===== src/rtl/id_ex_operand_stage_if.sv =====
// ID/EX operand stage bus: ID capture fields, forwarding taps and EX outputs.
// master drives ID/forwarding side, slave is the stage itself.
interface id_ex_operand_stage_if #(
  parameter int DATA_W = 32,
  parameter int REG_AW = 5,
  parameter int CTRL_W = 4
);
  logic              stall_i;
  logic              flush_i;
  logic              valid_i;
  logic [DATA_W-1:0] rs_data_i;
  logic [DATA_W-1:0] rt_data_i;
  logic [DATA_W-1:0] imm_i;
  logic [REG_AW-1:0] rs_addr_i;
  logic [REG_AW-1:0] rt_addr_i;
  logic [REG_AW-1:0] rd_addr_i;
  logic [CTRL_W-1:0] alu_ctrl_i;
  logic              alu_src_i;
  logic              reg_dst_i;
  logic              reg_write_i;
  logic              mem_read_i;
  logic              mem_write_i;
  logic              exmem_reg_write_i;
  logic [REG_AW-1:0] exmem_rd_i;
  logic [DATA_W-1:0] exmem_result_i;
  logic              memwb_reg_write_i;
  logic [REG_AW-1:0] memwb_rd_i;
  logic [DATA_W-1:0] memwb_data_i;
  logic [DATA_W-1:0] src1_o;
  logic [DATA_W-1:0] src2_o;
  logic [CTRL_W-1:0] ctrl_o;
  logic [DATA_W-1:0] store_data_o;
  logic [REG_AW-1:0] write_reg_o;
  logic              valid_o;
  logic              reg_write_o;
  logic              mem_read_o;
  logic              mem_write_o;
  logic              load_use_o;

  modport master (
    output stall_i, flush_i, valid_i,
    output rs_data_i, rt_data_i, imm_i,
    output rs_addr_i, rt_addr_i, rd_addr_i,
    output alu_ctrl_i, alu_src_i, reg_dst_i,
    output reg_write_i, mem_read_i, mem_write_i,
    output exmem_reg_write_i, exmem_rd_i,
    output exmem_result_i,
    output memwb_reg_write_i, memwb_rd_i,
    output memwb_data_i,
    input  src1_o, src2_o, ctrl_o,
    input  store_data_o, write_reg_o,
    input  valid_o, reg_write_o,
    input  mem_read_o, mem_write_o,
    input  load_use_o
  );

  modport slave (
    input  stall_i, flush_i, valid_i,
    input  rs_data_i, rt_data_i, imm_i,
    input  rs_addr_i, rt_addr_i, rd_addr_i,
    input  alu_ctrl_i, alu_src_i, reg_dst_i,
    input  reg_write_i, mem_read_i, mem_write_i,
    input  exmem_reg_write_i, exmem_rd_i,
    input  exmem_result_i,
    input  memwb_reg_write_i, memwb_rd_i,
    input  memwb_data_i,
    output src1_o, src2_o, ctrl_o,
    output store_data_o, write_reg_o,
    output valid_o, reg_write_o,
    output mem_read_o, mem_write_o,
    output load_use_o
  );
endinterface


===== src/rtl/id_ex_operand_stage.sv =====
// ID/EX pipeline register with EX/MEM and MEM/WB operand forwarding
// and load-use hazard detection against the instruction in ID.
module id_ex_operand_stage #(
  parameter int DATA_W = 32,
  parameter int REG_AW = 5,
  parameter int CTRL_W = 4
) (
  input logic clk_i,
  input logic rst_i,
  id_ex_operand_stage_if.slave bus
);

  typedef struct packed {
    logic              valid;
    logic              reg_write;
    logic              mem_read;
    logic              mem_write;
    logic              alu_src;
    logic [CTRL_W-1:0] alu_ctrl;
    logic [DATA_W-1:0] rs_data;
    logic [DATA_W-1:0] rt_data;
    logic [DATA_W-1:0] imm;
    logic [REG_AW-1:0] rs;
    logic [REG_AW-1:0] rt;
    logic [REG_AW-1:0] write_reg;
  } id_ex_t;

  id_ex_t q, d;

  logic [DATA_W-1:0] fwd_a;
  logic [DATA_W-1:0] fwd_b;
  logic              ex_a, wb_a;
  logic              ex_b, wb_b;

  always_ff @(posedge clk_i) begin
    if (!rst_i) q <= '0;
    else        q <= d;
  end

  // A non-valid ID slot loads the same bubble as a flush
  always_comb begin
    d = q;
    if (bus.flush_i) begin
      d = '0;
    end else if (bus.stall_i) begin
      d = q;
    end else if (!bus.valid_i) begin
      d = '0;
    end else begin
      d.valid     = 1'b1;
      d.reg_write = bus.reg_write_i;
      d.mem_read  = bus.mem_read_i;
      d.mem_write = bus.mem_write_i;
      d.alu_src   = bus.alu_src_i;
      d.alu_ctrl  = bus.alu_ctrl_i;
      d.rs_data   = bus.rs_data_i;
      d.rt_data   = bus.rt_data_i;
      d.imm       = bus.imm_i;
      d.rs        = bus.rs_addr_i;
      d.rt        = bus.rt_addr_i;
      d.write_reg = bus.reg_dst_i ? bus.rd_addr_i
                                  : bus.rt_addr_i;
    end
  end

  assign ex_a = bus.exmem_reg_write_i
             && (bus.exmem_rd_i != '0)
             && (bus.exmem_rd_i == q.rs);
  assign wb_a = bus.memwb_reg_write_i
             && (bus.memwb_rd_i != '0)
             && (bus.memwb_rd_i == q.rs);
  assign ex_b = bus.exmem_reg_write_i
             && (bus.exmem_rd_i != '0)
             && (bus.exmem_rd_i == q.rt);
  assign wb_b = bus.memwb_reg_write_i
             && (bus.memwb_rd_i != '0)
             && (bus.memwb_rd_i == q.rt);

  // EX/MEM is younger, so it beats MEM/WB
  always_comb begin
    fwd_a = q.rs_data;
    if (ex_a)      fwd_a = bus.exmem_result_i;
    else if (wb_a) fwd_a = bus.memwb_data_i;
  end

  always_comb begin
    fwd_b = q.rt_data;
    if (ex_b)      fwd_b = bus.exmem_result_i;
    else if (wb_b) fwd_b = bus.memwb_data_i;
  end

  assign bus.src1_o       = fwd_a;
  assign bus.src2_o       = q.alu_src ? q.imm : fwd_b;
  assign bus.store_data_o = fwd_b;
  assign bus.ctrl_o       = q.alu_ctrl;
  assign bus.write_reg_o  = q.write_reg;
  assign bus.valid_o      = q.valid;
  assign bus.reg_write_o  = q.reg_write;
  assign bus.mem_read_o   = q.mem_read;
  assign bus.mem_write_o  = q.mem_write;

  // rt match is deliberately not gated by alu_src_i
  assign bus.load_use_o = q.valid && q.mem_read
                       && (q.write_reg != '0)
                       && bus.valid_i
                       && ((q.write_reg == bus.rs_addr_i)
                        || (q.write_reg == bus.rt_addr_i));

endmodule


===== src/flat_wrapper.sv =====
// flat-port wrapper written by rule: the top's interface ports become plain ports
module id_ex_operand_stage_flat 
#(
  parameter int DATA_W = 32,
  parameter int REG_AW = 5,
  parameter int CTRL_W = 4
)
  (clk_i, rst_i, bus_stall_i, bus_flush_i, bus_valid_i, bus_rs_data_i, bus_rt_data_i, bus_imm_i, bus_rs_addr_i, bus_rt_addr_i, bus_rd_addr_i, bus_alu_ctrl_i, bus_alu_src_i, bus_reg_dst_i, bus_reg_write_i, bus_mem_read_i, bus_mem_write_i, bus_exmem_reg_write_i, bus_exmem_rd_i, bus_exmem_result_i, bus_memwb_reg_write_i, bus_memwb_rd_i, bus_memwb_data_i, bus_src1_o, bus_src2_o, bus_ctrl_o, bus_store_data_o, bus_write_reg_o, bus_valid_o, bus_reg_write_o, bus_mem_read_o, bus_mem_write_o, bus_load_use_o);
  id_ex_operand_stage_if #(.DATA_W(DATA_W), .REG_AW(REG_AW), .CTRL_W(CTRL_W)) bus_i ();
  input logic clk_i;
  input logic rst_i;
  input wire logic [$bits(bus_i.stall_i)-1:0] bus_stall_i;
  input wire logic [$bits(bus_i.flush_i)-1:0] bus_flush_i;
  input wire logic [$bits(bus_i.valid_i)-1:0] bus_valid_i;
  input wire logic [$bits(bus_i.rs_data_i)-1:0] bus_rs_data_i;
  input wire logic [$bits(bus_i.rt_data_i)-1:0] bus_rt_data_i;
  input wire logic [$bits(bus_i.imm_i)-1:0] bus_imm_i;
  input wire logic [$bits(bus_i.rs_addr_i)-1:0] bus_rs_addr_i;
  input wire logic [$bits(bus_i.rt_addr_i)-1:0] bus_rt_addr_i;
  input wire logic [$bits(bus_i.rd_addr_i)-1:0] bus_rd_addr_i;
  input wire logic [$bits(bus_i.alu_ctrl_i)-1:0] bus_alu_ctrl_i;
  input wire logic [$bits(bus_i.alu_src_i)-1:0] bus_alu_src_i;
  input wire logic [$bits(bus_i.reg_dst_i)-1:0] bus_reg_dst_i;
  input wire logic [$bits(bus_i.reg_write_i)-1:0] bus_reg_write_i;
  input wire logic [$bits(bus_i.mem_read_i)-1:0] bus_mem_read_i;
  input wire logic [$bits(bus_i.mem_write_i)-1:0] bus_mem_write_i;
  input wire logic [$bits(bus_i.exmem_reg_write_i)-1:0] bus_exmem_reg_write_i;
  input wire logic [$bits(bus_i.exmem_rd_i)-1:0] bus_exmem_rd_i;
  input wire logic [$bits(bus_i.exmem_result_i)-1:0] bus_exmem_result_i;
  input wire logic [$bits(bus_i.memwb_reg_write_i)-1:0] bus_memwb_reg_write_i;
  input wire logic [$bits(bus_i.memwb_rd_i)-1:0] bus_memwb_rd_i;
  input wire logic [$bits(bus_i.memwb_data_i)-1:0] bus_memwb_data_i;
  output wire logic [$bits(bus_i.src1_o)-1:0] bus_src1_o;
  output wire logic [$bits(bus_i.src2_o)-1:0] bus_src2_o;
  output wire logic [$bits(bus_i.ctrl_o)-1:0] bus_ctrl_o;
  output wire logic [$bits(bus_i.store_data_o)-1:0] bus_store_data_o;
  output wire logic [$bits(bus_i.write_reg_o)-1:0] bus_write_reg_o;
  output wire logic [$bits(bus_i.valid_o)-1:0] bus_valid_o;
  output wire logic [$bits(bus_i.reg_write_o)-1:0] bus_reg_write_o;
  output wire logic [$bits(bus_i.mem_read_o)-1:0] bus_mem_read_o;
  output wire logic [$bits(bus_i.mem_write_o)-1:0] bus_mem_write_o;
  output wire logic [$bits(bus_i.load_use_o)-1:0] bus_load_use_o;
  assign bus_i.stall_i = bus_stall_i;
  assign bus_i.flush_i = bus_flush_i;
  assign bus_i.valid_i = bus_valid_i;
  assign bus_i.rs_data_i = bus_rs_data_i;
  assign bus_i.rt_data_i = bus_rt_data_i;
  assign bus_i.imm_i = bus_imm_i;
  assign bus_i.rs_addr_i = bus_rs_addr_i;
  assign bus_i.rt_addr_i = bus_rt_addr_i;
  assign bus_i.rd_addr_i = bus_rd_addr_i;
  assign bus_i.alu_ctrl_i = bus_alu_ctrl_i;
  assign bus_i.alu_src_i = bus_alu_src_i;
  assign bus_i.reg_dst_i = bus_reg_dst_i;
  assign bus_i.reg_write_i = bus_reg_write_i;
  assign bus_i.mem_read_i = bus_mem_read_i;
  assign bus_i.mem_write_i = bus_mem_write_i;
  assign bus_i.exmem_reg_write_i = bus_exmem_reg_write_i;
  assign bus_i.exmem_rd_i = bus_exmem_rd_i;
  assign bus_i.exmem_result_i = bus_exmem_result_i;
  assign bus_i.memwb_reg_write_i = bus_memwb_reg_write_i;
  assign bus_i.memwb_rd_i = bus_memwb_rd_i;
  assign bus_i.memwb_data_i = bus_memwb_data_i;
  assign bus_src1_o = bus_i.src1_o;
  assign bus_src2_o = bus_i.src2_o;
  assign bus_ctrl_o = bus_i.ctrl_o;
  assign bus_store_data_o = bus_i.store_data_o;
  assign bus_write_reg_o = bus_i.write_reg_o;
  assign bus_valid_o = bus_i.valid_o;
  assign bus_reg_write_o = bus_i.reg_write_o;
  assign bus_mem_read_o = bus_i.mem_read_o;
  assign bus_mem_write_o = bus_i.mem_write_o;
  assign bus_load_use_o = bus_i.load_use_o;
  id_ex_operand_stage #(.DATA_W(DATA_W), .REG_AW(REG_AW), .CTRL_W(CTRL_W)) u_core (.clk_i(clk_i), .rst_i(rst_i), .bus(bus_i));
endmodule

===== config.mk =====
export PLATFORM = sky130hd
export DESIGN_NAME = id_ex_operand_stage_flat
export DESIGN_NICKNAME = d
export VERILOG_FILES = /design/src/rtl/id_ex_operand_stage_if.sv /design/src/rtl/id_ex_operand_stage.sv /design/src/flat_wrapper.sv
export SDC_FILE = /design/constraint.sdc
export NUM_CORES = 1
export LEC_CHECK = 0
export ABC_AREA = 1
export BUFFER_PORTS_ARGS = -buffer_cell sky130_fd_sc_hd__buf_2
export CAP_MARGIN = 20
export CELL_PAD_IN_SITES_DETAIL_PLACEMENT = 1
export CELL_PAD_IN_SITES_GLOBAL_PLACEMENT = 2
export CORE_UTILIZATION = 24
export CTS_BUF_LIST = sky130_fd_sc_hd__clkbuf_8
export DETAILED_ROUTE_END_ITERATION = 10
export PLACE_DENSITY_LB_ADDON = 0.1
export SLEW_MARGIN = 20
export SYNTH_ARGS = -nofsm -noshare
export SYNTH_HDL_FRONTEND = slang
export SYNTH_SLANG_ARGS = --single-unit
export TNS_END_PERCENT = 50

===== constraint.sdc =====
create_clock -name clk_i -period 1.8 [get_ports clk_i]
set_clock_uncertainty 0.15 [all_clocks]
set_input_delay 0.09 -clock clk_i [delete_from_list [all_inputs] [get_ports clk_i]]
set_output_delay 0.09 -clock clk_i [all_outputs]
set_load 0.02 [all_outputs]

* Word level (Yosys, flattened, before mapping)
Cells that the tools add are included.
** Cells by class
- Add/sub/neg operators :: 0
- Multiply operators :: 0
- Div/mod/pow operators :: 0
- Magnitude comparators :: 0
- Eq/ne operators :: 6
- Shift-type cells :: 0
- Mux-type cells :: 7
- Bitwise logic cells :: 1
- Reduce and logical (&&, ||, !) cells :: 15
** Operators by type and width (count)
- 32-bit 2-to-1 mux :: 5
- 120-bit 2-to-1 mux :: 1
- 5-bit == test :: 6
- 5-bit nonzero test :: 3
- 1-bit logical AND :: 10
- 5-bit 2-to-1 mux :: 1
- 2-bit OR reduction :: 1
- 1-bit logical OR :: 1
- 1-bit inverter :: 1
** Storage, ports and cells
- Register bits :: 120
- Latch bits :: 0
- Memory bits (writable) :: 0
- ROM bits :: 0
- Input bits :: 201
- Memories :: 0

* Longest topological paths before layout
- Depth in word-level cells :: 6
- Gate-level depth with buffers :: 11
- Mapped depth without buffers :: 10

* Worst setup path after synthesis
OpenSTA, ideal clock, no wires.
- Kind :: register to output
- Start point :: register u_core.q[14] (netlist bit)
- End point :: output bus_src1_o[10]
- Arrival :: 1.349 ns
- Slack :: 0.211 ns
- Cell stages (with the launch flop) :: 7
- Cell sequence :: dfxtp_1 xor2_1 nor2_1 clkbuf_1 nand3b_1 nand3_1 nand2_1
** On the way
- Longest elaborated chain between the ends :: 4
- Elaborated cells on any way between the ends :: 6
- Classes of those cells :: eq/ne (2); mux (2); reduce/logical (2)
** Ends and longest elaborated chain
- start, declared :: RTL line id_ex_operand_stage.sv:28 : id_ex_t q, d;
- start signal, assigned :: RTL line id_ex_operand_stage.sv:36 : if (!rst_i) q <= '0;
- start signal, assigned :: RTL line id_ex_operand_stage.sv:37 : else q <= d;
- 5-bit == test :: RTL line id_ex_operand_stage.sv:71 : && (bus.memwb_rd_i == q.rs);
- 1-bit logical AND :: RTL line id_ex_operand_stage.sv:71
- 32-bit 2-to-1 mux :: RTL line id_ex_operand_stage.sv:83 : else if (wb_a) fwd_a = bus.memwb_data_i;
- 32-bit 2-to-1 mux * :: RTL line id_ex_operand_stage.sv:82 : if (ex_a) fwd_a = bus.exmem_result_i;
- end, declared :: RTL line flat_wrapper.sv:33 : output wire logic [$bits(bus_i.src1_o)-1:0] bus_src1_o;
Mark *: on every way between the ends. The rest lies on a longest branch, timed or not.

* Final worst setup path
- Start point :: register u_core.q[11] (netlist bit)
- End point :: output bus_src1_o[22]
The elaborated chain is that of the path after synthesis.

==> qor.json <==
{
  "critical_path.slowest_cell": "sky130_fd_sc_hd__dfxtp_2",
  "floorplan.die_area_mm2": 0.03000,
  "report.final.setup_viol": 97,
  "period_needed_ps": 2412,
  "place_inst": 1762,
  "core_area_mm2": 0.02878,
  "violated_checks": "negative setup slack",
  "die_h_um": 173.2,
  "finish.net_count": 1778,
  "yosys_register_bits": 120,
  "mappedNetlistArea_mm2": 0.007035,
  "timing.critical_path.mode_cell": "sky130_fd_sc_hd__buf_6",
  "fillCellCount": 3505,
  "clock_path_buffers": 2,
  "grt_setup_unrepaired": "yes",
  "cts_root_buffer": "sky130_fd_sc_hd__clkbuf_8",
  "min_path_type": "in -> reg",
  "num_io_pins": 311,
  "timing.critical_path.cells": "buf_6 -> xnor2_4 -> nand2_2 -> nor3_4 -> buf_6 -> buf_12 -> clkbuf_16 -> nand3b_1 -> nand3_1 -> nand2_1 -> buf_6",
  "worst_hold_path.num_cells": 5,
  "routed_wl_um": 38190,
  "wire_length_of_the_first_global_routing_pass_um": 56120,
  "number_of_distinct_library_cells_after_synthesis": 27,
  "critical-path-max-stage-delay_ps": 330,
  "hold_viol_final": 0,
  "area.growth.synth_to_final_pct": 94.95,
  "place.port_buffers": 310,
  "clock_tree_from_tritoncts": "done",
  "startpoint_type": "flop",
  "timing.critical_path.fanout_max": 5,
  "die_w_um": 173.2,
  "detail_route.vias_per_cell": 4.642,
  "worst-path-buf-inv": 5,
  "total_power_w": 0.006883,
  "grt_start_max_net_pins": 121,
  "drive_above_1_share": 0.4239,
  "ff_latch_area_mm2": 0.002420,
  "grt_util_all_layers": 0.2443,
  "syn_inst": 1110,
  "clk_latency_ps": 460,
  "dr.first_iter.drc_count": 379,
  "ff2ff_setup_slack_ps": 800,
  "post_dp_cell_area_mm2": 0.009219,
  "clkSinkCount": 120,
  "hold_start": "bus_stall_i",
  "maxCapViolCount": 0,
  "end_kind": "output pin",
  "synth_top_area_share": 0.3415,
  "worst_setup_hold_path_clk_slew_ps": 80,
  "maximum_clock_rate_mhz": 414.6,
  "vias": 9173,
  "gpl.final_weighted_congestion": 0.8670,
  "worst_hold_path.endpoint": "u_core.bus.ctrl_o[3]$_SDFFE_PP0N_",
  "reg2reg_depth": 3,
  "power_per_cell_area_mw_per_mm2": 501.9,
  "numCtsBuffers": 17,
  "ctsHtreeMaxLevel": 4,
  "yosys_top_cell_by_area": "sky130_fd_sc_hd__dfxtp_1",
  "ir_drop_v": 0.0004547,
  "mostFrequentLayoutCell": "sky130_fd_sc_hd__nand2_1",
  "synth_seq_area_share": 0.3415,
  "drv_slew": 0,
  "globalRouteOverflowTotal": 0,
  "grt_antenna_before_repair": 4,
  "worst_slew_margin_rel": 0.6135,
  "dpl.hpwl_um": 24200,
  "synth_area_leaders": "sky130_fd_sc_hd__dfxtp_1 (34%), sky130_fd_sc_hd__nand2_1 (24%), sky130_fd_sc_hd__nand3_1 (9.4%)",
  "finish.utilization": 0.4766,
  "syn_area_per_cell_um2": 6.338,
  "final.period_utilization": 1.340,
  "detail_route.drc_violations": 0,
  "drt.antenna.violating_nets": 0,
  "critPathTopFamily": "buffers and inverters",
  "post-route-worst-setup-slack_ps": -611.7,
  "via_count_of_the_first_global_routing_pass": 9790,
  "timing.rr.start": "u_core.q[115]$_SDFFE_PP0N_",
  "synth_fp_nets": 1311,
  "worstMarginPinSlew_ps": 579.7,
  "yosys_warnings": 0,
  "layout.cells.most_common_list": "sky130_fd_sc_hd__nand2_1 (353), sky130_fd_sc_hd__buf_2 (214), sky130_fd_sc_hd__dlygate4sd3_1 (143)",
  "placementRows": 62,
  "start_util": 0.2445,
  "hold_slack_final_ps": 22.00,
  "avg_wl_per_cell_um": 19.33,
  "cellLeakagePower_nw": 5.923,
  "run_status": "finished with violations",
  "crit_required_ps": 1560,
  "detailed_router_iteration_count_before_antenna_repair": 4,
  "rr_endpoint": "u_core.q[115]$_SDFFE_PP0N_",
  "timing_worst_setup_path_type": "reg -> out",
  "instances_no_fill": 1976,
  "layout.cell_area.non_filler_mm2": 0.01372,
  "multi_input_area_mm2": 0.005376,
  "worst_ep_arrival_time_ps": 2170
}
## area by class of cell
class	instances	area share
inverter	45	0.01268
clock inverter	15	0.008849
tap	384	0.03503
clock buffer	17	0.01706
antenna	2	0.0003649
timing repair buffer	535	0.3576
multi-input combinational	858	0.3920
sequential	120	0.1764
## state kept, by name, summed over array words and instances, names as in the netlist
register                cells
u_core.bus.mem_write_o      1
u_core.bus.valid_o          1
u_core.bus.reg_write_o      1
u_core.q                  107
u_core.bus.ctrl_o           4
u_core.bus.write_reg_o      5
u_core.bus.mem_read_o       1
## cell usage after synthesis, drive strengths merged
| cell type | number |
|---|---|
| nor3 | 3 |
| a21oi | 124 |
| buf | 43 |
| nand2 | 445 |
| clkbuf | 44 |
| nand3 | 132 |
| nand3b | 65 |
| xnor2 | 10 |
| xor2 | 15 |
| or2 | 1 |
| inv | 45 |
| nor2 | 23 |
| dfxtp | 120 |
| o2111ai | 1 |
| o21ai | 6 |
| and2 | 32 |
| nand4 | 1 |
## metrics by stage
step	TNS (ps)	setup slack [ps]
floorplan	0	211.0
global placement	-8524	-215.4
detailed placement	-7973	-199.0
CTS	-52390	-629.9
global route	-62230	-706.7
finish	-51920	-611.7
## report_power, final
part	total [W]	switching (W)	internal, W
Clock	0.00232	0.00134	0.000977
Sequential	0.00274	0.0000376	0.00270
Combinational	0.00182	0.000920	0.000905
Total	0.00688	0.00230	0.00459
## routing by layer
| layer | track usage | up-vias | routed length [µm] |
|---|---|---|---|
| met5 | 0 | - | 27 |
| met4 | 0.07153 | 4 | 668 |
| met3 | 0.05110 | 34 | 1725 |
| met2 | 0.4345 | 219 | 19440 |
| met1 | 0.2943 | 4390 | 16330 |
| li1 | - | 4526 | - |
## worst max-delay path by stage
stage / start / end / slack (ps) / depth (start not counted)
5_1_grt: u_core.q[11]$_SDFFE_PP0N_ / bus_src1_o[15] / -710 / 11
3_3_place_gp: u_core.q[10]$_SDFFE_PP0N_ / bus_src1_o[23] / -220 / 9
2_1_floorplan: u_core.q[14]$_SDFFE_PP0N_ / bus_src1_o[10] / 210 / 6
6_report: u_core.q[11]$_SDFFE_PP0N_ / bus_src1_o[22] / -610 / 11
4_1_cts: u_core.q[11]$_SDFFE_PP0N_ / bus_src1_o[22] / -630 / 10
3_5_place_dp: u_core.q[10]$_SDFFE_PP0N_ / bus_src1_o[7] / -200 / 9
## worst reg2reg max path: cells and delay by family, from the launching register on
| family | cells | cell delay (ps) |
|---|---|---|
| flip-flops | 1 | 360 |
| buffers and inverters | 1 | 200 |
| AO/OA/AOI/OAI | 1 | 150 |
| AND/OR/NAND/NOR | 1 | 70 |
## kinds of logic after synthesis
logic type | share of synthesized area
and+or+nand+nor | 0.4498
AOI/OAI and AO/OA | 0.09426
DFF | 0.3415
xor gates and xnor gates | 0.03112
buffers and inverters | 0.08341
## repair_timing
item | 4_1_cts | 5_1_grt
setup endpoints to repair | 97 | 97
endpoints found under the hold margin | 120 | 0
resized for setup | 253 | 273
hold buffers | 143 | 0
pin swaps | 26 | 71
gates cloned | 14 | 8
buffers inserted | 13 | 4
(Power assumes the default switching activity.)
